File: config.mk
export PLATFORM = sky130hd
export DESIGN_NAME = mdu_ctrl
export DESIGN_NICKNAME = d
export VERILOG_FILES = /design/src/rtl/mdu_pkg.sv /design/src/rtl/mdu_mul.sv /design/src/rtl/mdu_ctrl.sv
export SDC_FILE = /design/constraint.sdc
export NUM_CORES = 2
export LEC_CHECK = 0
export BUFFER_PORTS_ARGS = -buffer_cell sky130_fd_sc_hd__buf_2
export CORE_MARGIN = 4
export CORE_UTILIZATION = 56
export CTS_CLUSTER_DIAMETER = 100
export DETAILED_ROUTE_END_ITERATION = 8
export GPL_ROUTABILITY_DRIVEN = 0
export GPL_TIMING_DRIVEN = 1
export PLACE_DENSITY = 0.71
export SETUP_SLACK_MARGIN = 0.02
export SKIP_LAST_GASP = 1
export SYNTH_ARGS = -nofsm -noshare
export SYNTH_HDL_FRONTEND = slang
export SYNTH_SLANG_ARGS = --single-unit
File: constraint.sdc
create_clock -name clk -period 16.1 [get_ports clk]
set_clock_uncertainty 0.15 [all_clocks]
set_input_delay 3.22 -clock clk [delete_from_list [all_inputs] [get_ports clk]]
set_output_delay 3.22 -clock clk [all_outputs]
set_load 0.05 [all_outputs]
File: src/rtl/mdu_pkg.sv
// Shared definitions for the multiply/divide unit controller: opcodes,
// controller state encoding and the divide-by-zero LO pattern.
// Optional macro: MDU_MUL_MC_EN (adds the registered-multiplier state).
package mdu_pkg;

  typedef enum logic [2:0] {
    OP_NOP   = 3'd0,
    OP_MULT  = 3'd1,
    OP_MULTU = 3'd2,
    OP_DIV   = 3'd3,
    OP_DIVU  = 3'd4,
    OP_MTHI  = 3'd5,
    OP_MTLO  = 3'd6
  } mdu_op_e;

  typedef enum logic [1:0] {
    ST_IDLE     = 2'd0,
    ST_DIV_BUSY = 2'd1
`ifdef MDU_MUL_MC_EN
    ,
    ST_MUL_BUSY = 2'd2
`endif
  } mdu_state_e;

  // LO value written when a division by zero is requested.
  localparam logic [31:0] DIV0_LO = 32'hFFFF_FFFF;

  // True for both signed and unsigned divide opcodes.
  function automatic logic is_div_op(input logic [2:0] op);
    return (op == OP_DIV) || (op == OP_DIVU);
  endfunction

endpackage

File: src/rtl/mdu_mul.sv
// 32x32 -> 64 multiplier with signed/unsigned select.
// With MDU_MUL_MC_EN the product is registered (loaded while load_i is high),
// otherwise the product is purely combinational.
module mdu_mul
  import mdu_pkg::*;
(
`ifdef MDU_MUL_MC_EN
  input  logic        clk,
  input  logic        load_i,
`endif
  input  logic        signed_i,
  input  logic [31:0] a_i,
  input  logic [31:0] b_i,
  output logic [63:0] prod_o
);

  logic signed [32:0] a_ext;
  logic signed [32:0] b_ext;
  logic signed [63:0] prod_full;

  // Operands widened to 33 bits so one signed multiplier serves both modes;
  // the product only needs its low 64 bits.
  assign a_ext     = {signed_i & a_i[31], a_i};
  assign b_ext     = {signed_i & b_i[31], b_i};
  assign prod_full = 64'(a_ext) * 64'(b_ext);

`ifdef MDU_MUL_MC_EN
  logic [63:0] prod_q;

  // Product register: datapath only, consumed one cycle after the request.
  always_ff @(posedge clk) begin
    if (load_i) prod_q <= prod_full;
  end

  assign prod_o = prod_q;
`else
  assign prod_o = prod_full;
`endif

endmodule

File: src/rtl/mdu_ctrl.sv
// MDU controller: sequences MULT/MULTU/DIV/DIVU/MTHI/MTLO, drives HI/LO
// writes and pipeline stall, and owns the start/cancel/done handshake with
// an external iterative divider.
// Optional macro: MDU_MUL_MC_EN (multiplier takes one extra cycle).
module mdu_ctrl
  import mdu_pkg::*;
(
  input  logic        clk,
  input  logic        rst,
  input  logic        req_valid,
  input  logic [2:0]  op,
  input  logic [31:0] opa,
  input  logic [31:0] opb,
  input  logic        flush,
  input  logic [63:0] hilo_i,
  output logic        hilo_we,
  output logic [63:0] hilo_wdata,
  output logic        stall_o,
  output logic        div_start,
  output logic        div_signed,
  output logic [31:0] div_a,
  output logic [31:0] div_b,
  output logic        div_cancel,
  input  logic        div_done,
  input  logic [63:0] div_result
);

  mdu_state_e  state_q, state_d;
  logic [31:0] div_a_q, div_b_q;
  logic        div_signed_q;
  logic [63:0] mul_prod;

  mdu_mul u_mul (
`ifdef MDU_MUL_MC_EN
    .clk      (clk),
    .load_i   (state_q == ST_IDLE),
`endif
    .signed_i (op == OP_MULT),
    .a_i      (opa),
    .b_i      (opb),
    .prod_o   (mul_prod)
  );

  // Controller state register; reset returns to IDLE immediately.
  always_ff @(posedge clk or negedge rst) begin
    if (!rst) state_q <= ST_IDLE;
    else      state_q <= state_d;
  end

  // Divider operands captured on start and held for the whole division.
  always_ff @(posedge clk) begin
    if (div_start) begin
      div_a_q      <= opa;
      div_b_q      <= opb;
      div_signed_q <= div_signed;
    end
  end

  // Next-state and output decode; everything is forced low while in reset.
  always_comb begin
    state_d    = state_q;
    hilo_we    = 1'b0;
    hilo_wdata = '0;
    stall_o    = 1'b0;
    div_start  = 1'b0;
    div_signed = 1'b0;
    div_a      = '0;
    div_b      = '0;
    div_cancel = 1'b0;
    if (rst) begin
      case (state_q)
        ST_IDLE: begin
          if (req_valid && !flush) begin
            if (is_div_op(op)) begin
              if (opb != '0) begin
                div_start  = 1'b1;
                stall_o    = 1'b1;
                div_a      = opa;
                div_b      = opb;
                div_signed = (op == OP_DIV);
                state_d    = ST_DIV_BUSY;
              end else begin
                hilo_we    = 1'b1;
                hilo_wdata = {opa, DIV0_LO};
              end
            end else if (op == OP_MULT || op == OP_MULTU) begin
`ifdef MDU_MUL_MC_EN
              stall_o = 1'b1;
              state_d = ST_MUL_BUSY;
`else
              hilo_we    = 1'b1;
              hilo_wdata = mul_prod;
`endif
            end else if (op == OP_MTHI) begin
              hilo_we    = 1'b1;
              hilo_wdata = {opa, hilo_i[31:0]};
            end else if (op == OP_MTLO) begin
              hilo_we    = 1'b1;
              hilo_wdata = {hilo_i[63:32], opa};
            end
          end
        end
        ST_DIV_BUSY: begin
          div_a      = div_a_q;
          div_b      = div_b_q;
          div_signed = div_signed_q;
          if (flush) begin
            // Killed instruction: abort divider, drop any coincident result.
            div_cancel = 1'b1;
            state_d    = ST_IDLE;
          end else if (div_done) begin
            hilo_we    = 1'b1;
            hilo_wdata = div_result;
            state_d    = ST_IDLE;
          end else begin
            stall_o = 1'b1;
          end
        end
`ifdef MDU_MUL_MC_EN
        ST_MUL_BUSY: begin
          state_d = ST_IDLE;
          if (!flush) begin
            hilo_we    = 1'b1;
            hilo_wdata = mul_prod;
          end
        end
`endif
        default: state_d = ST_IDLE;
      endcase
    end
  end

endmodule

==> flow_summary_export.csv <==
group,metric,value,unit
worst_setup_path,critPathRequiredTime,12.73,ns
synth,synth-seq-cells,66,
placed_design,io_buffers,332,
placed_design,hpwl,116000,microns
global_routing,antenna_found_initial,19,
worst_setup_path,slowest_stage,"fa_1",
clocking,clockBufferDepth,2,
sta,slew_headroom,0.215,
clocking,cts-hold-fix-buffers,0,
synth,synth_top_area_share,0.514,
synth,avgSynthCellArea,8.88,sq um
floorplan,io_pins,333,
synth,synth_area_leader_cell,"fa_1",
placed_design,place_area,0.0463,sq mm
layout,final_layout_size_suffix_gt1_frac,0.0996,
synth,syn_inst,4933,
sta,setup_slack,0.371,ns
sta,period_share,0.977,
worst_setup_path,crit_path_start_kind,"input port",
clocking,clkLatencyLatePin,0.36,ns
worst_setup_path,crit_path_end_kind,"primary output",
floorplan,die-area,0.0828,sq mm
routing,via_per_inst,5.89,
synth,synth_compound_area_frac,0.0788,
synth,ys_seq_area_frac,0.0451,
clocking,htreeDepth,3,
sta,tns,0,ns
clocking,clock-sinks,66,
synth,synth_mux_area_frac,0.0122,
floorplan,fp-row-count,102,
clocking,tritoncts,"done",
synth,synth_edf_count,65,
synth,yosys.area_share.simple,0.145,
synth,netlist_area,0.0438,sq mm
floorplan,fp.dieW,288,microns
placed_design,pre_cts_ws,0.451,ns
sta,fmax,0.0636,GHz
floorplan,initial_utilization,0.566,
synth,synth.most_common_cell,"inv_1",
sta,rsz0062_at_grt,"false",
layout,fin_nets,6567,
min_path,hp-class,"register to register",
sta,tightest_slew,1.18,ns
layout,area_delta_synth_final,6.68,%
worst_setup_path,crit_fanout,12,
worst_setup_path,worstPathArrival,12.36,ns
synth,yosys.area_share.adder,0.576,
routing,ant_nets,0,
floorplan,die_y,288,microns
synth,synth_common_cells,"inv_1 (1154), fa_1 (1125), nand2_1 (850), clkbuf_1 (317), and2_1 (293)",
flow_run,max-cap-violations,0,
global_routing,grt_max_degree,76,
routing,drtIter0Drc,3342,
worst_setup_path,critPathKind,"input port to primary output",
layout,final_area,0.0467,sq mm
sta,fin_hold_ws,0.458,ns
clocking,clkTransAtPathRegs,0.07,ns
global_routing,grt-ovfl-total,0,
sta,finalHoldViolCount,0,
clocking,cts_buffers,9,
routing,drcViolationCount,0,
clocking,clockRootBuffer,"clkbuf_16",
synth,synth_top_family_by_area,"adder cells",
sta,period_needed,15.73,ns
sta,finalMaxSlewViolations,0,
routing,wl_per_cell,23.4,microns
status,outcome,"finished clean",
synth,syn-num-nets,6474,
synth,synth.area.top_cells,"fa_1 (51%), inv_1 (9.9%), nand2_1 (7.3%)",
routing,wl,142000,microns
global_routing,track_usage,0.354,
synth,synthFlopType,"edfxtp_1",
routing,first_pass_iters,6,
routing,dr_total_vias,35844,
global_routing,grt_pass1_wl,221000,microns
floorplan,core-area,0.0775,sq mm
global_routing,grt_pass1_vias,37830,
sta,setup_viol,0,
worst_setup_path,cp_common_cell,"fa_1",
synth,synthArstFlopShare,0.0152,
synth,synth_cell_types,90,
synth,yosysWarnings,0,
worst_setup_path,cpPeakStageDelay,0.70,ns
synth,synth_xor_xnor_area_share,0.0142,
==> kinds of logic after synthesis <==
logic type | after synthesis
mux | 53
simple gates | 1393
flops | 66
buf+inv | 1496
fa+ha+maj | 1341
compound gates | 513
xor+xnor | 71
==> metal layers <==
layer / GRT usage / vias up / part of all wire
met5: 0 / - / 0.00034
met1: 0.459 / 18369 / 0.36
met3: 0.0985 / 565 / 0.12
met4: 0.173 / 8 / 0.064
li1: - / 14775 / -
met2: 0.552 / 2127 / 0.46
==> worst max-delay path: cells and delay by family <==
family / cells / cell delay (ns)
AOI/OAI and AO/OA: 8 / 1.92
xor gates and xnor gates: 1 / 0.13
adders and majority gates: 10 / 4.64
buffers and inverters: 8 / 1.57
and+or+nand+nor: 4 / 0.83
==> worst paths after layout <==
kind                               from             end  slack, ns  cells past startpoint
min                        div_signed_q    div_signed_q       0.46                      2
max                               op[1]  hilo_wdata[61]       0.37                     31
min reg2reg                div_signed_q    div_signed_q       0.46                      2
max reg2reg                  state_q[0]     div_a_q[21]      13.49                      5
max in group asynchronous           rst      state_q[0]      13.05                      1
min in group asynchronous           rst      state_q[0]       2.56                      1
==> state kept, by name, indices dropped and copies added, names as in the netlist <==
signal and cells:
div_a_q 32, state_q 1, div_b_q 32, div_signed_q 1
==> metrics by stage <==
stage / cells / util
after CTS: 6064 / 0.602
after floorplan: 4933 / -
after global placement: 6048 / 0.598
final: 6084 / 0.603
after detailed placement: 6048 / 0.598
after global routing: 6079 / 0.603
==> placed cells by master, fill, tap and decap left out, types with 18 or more instances in the layout <==
| cell type | n |
|---|---|
| inv_1 | 1153 |
| fa_1 | 1125 |
| nand2_1 | 850 |
| buf_2 | 318 |
| and2_1 | 293 |
| ha_1 | 215 |
| a21oi_1 | 176 |
| nor2_1 | 103 |
| o21ai_0 | 95 |
| buf_4 | 92 |
| a22o_1 | 65 |
| edfxtp_1 | 65 |
| mux2i_1 | 50 |
| xnor2_1 | 44 |
| xor2_1 | 27 |
| and3_1 | 24 |
| a21o_1 | 24 |
| a221oi_1 | 20 |
| nand3_1 | 19 |
| nor3_1 | 18 |
==> area by class of cell <==
type                            count  area [sq um]
Multi-Input combinational cell   3371         36200
Fill cell                        6822         30700
Inverter                         1154          4340
Timing Repair Buffer              424          2560
Sequential cell                    66          1980
Tap cell                         1040          1300
Clock buffer                        9           225
Clock inverter                      7           100
Antenna cell                       13          32.5
==> timing repair <==
action / CTS / global route
setup endpoints to repair: 0 / 4
setup buffers: 0 / 7
hold endpoints to repair: 0 / 0
resized for setup: 0 / 2
Power is left out: the tool's default activity adds up to more than one toggle a clock period on the data nets, which glitch-free logic cannot reach.
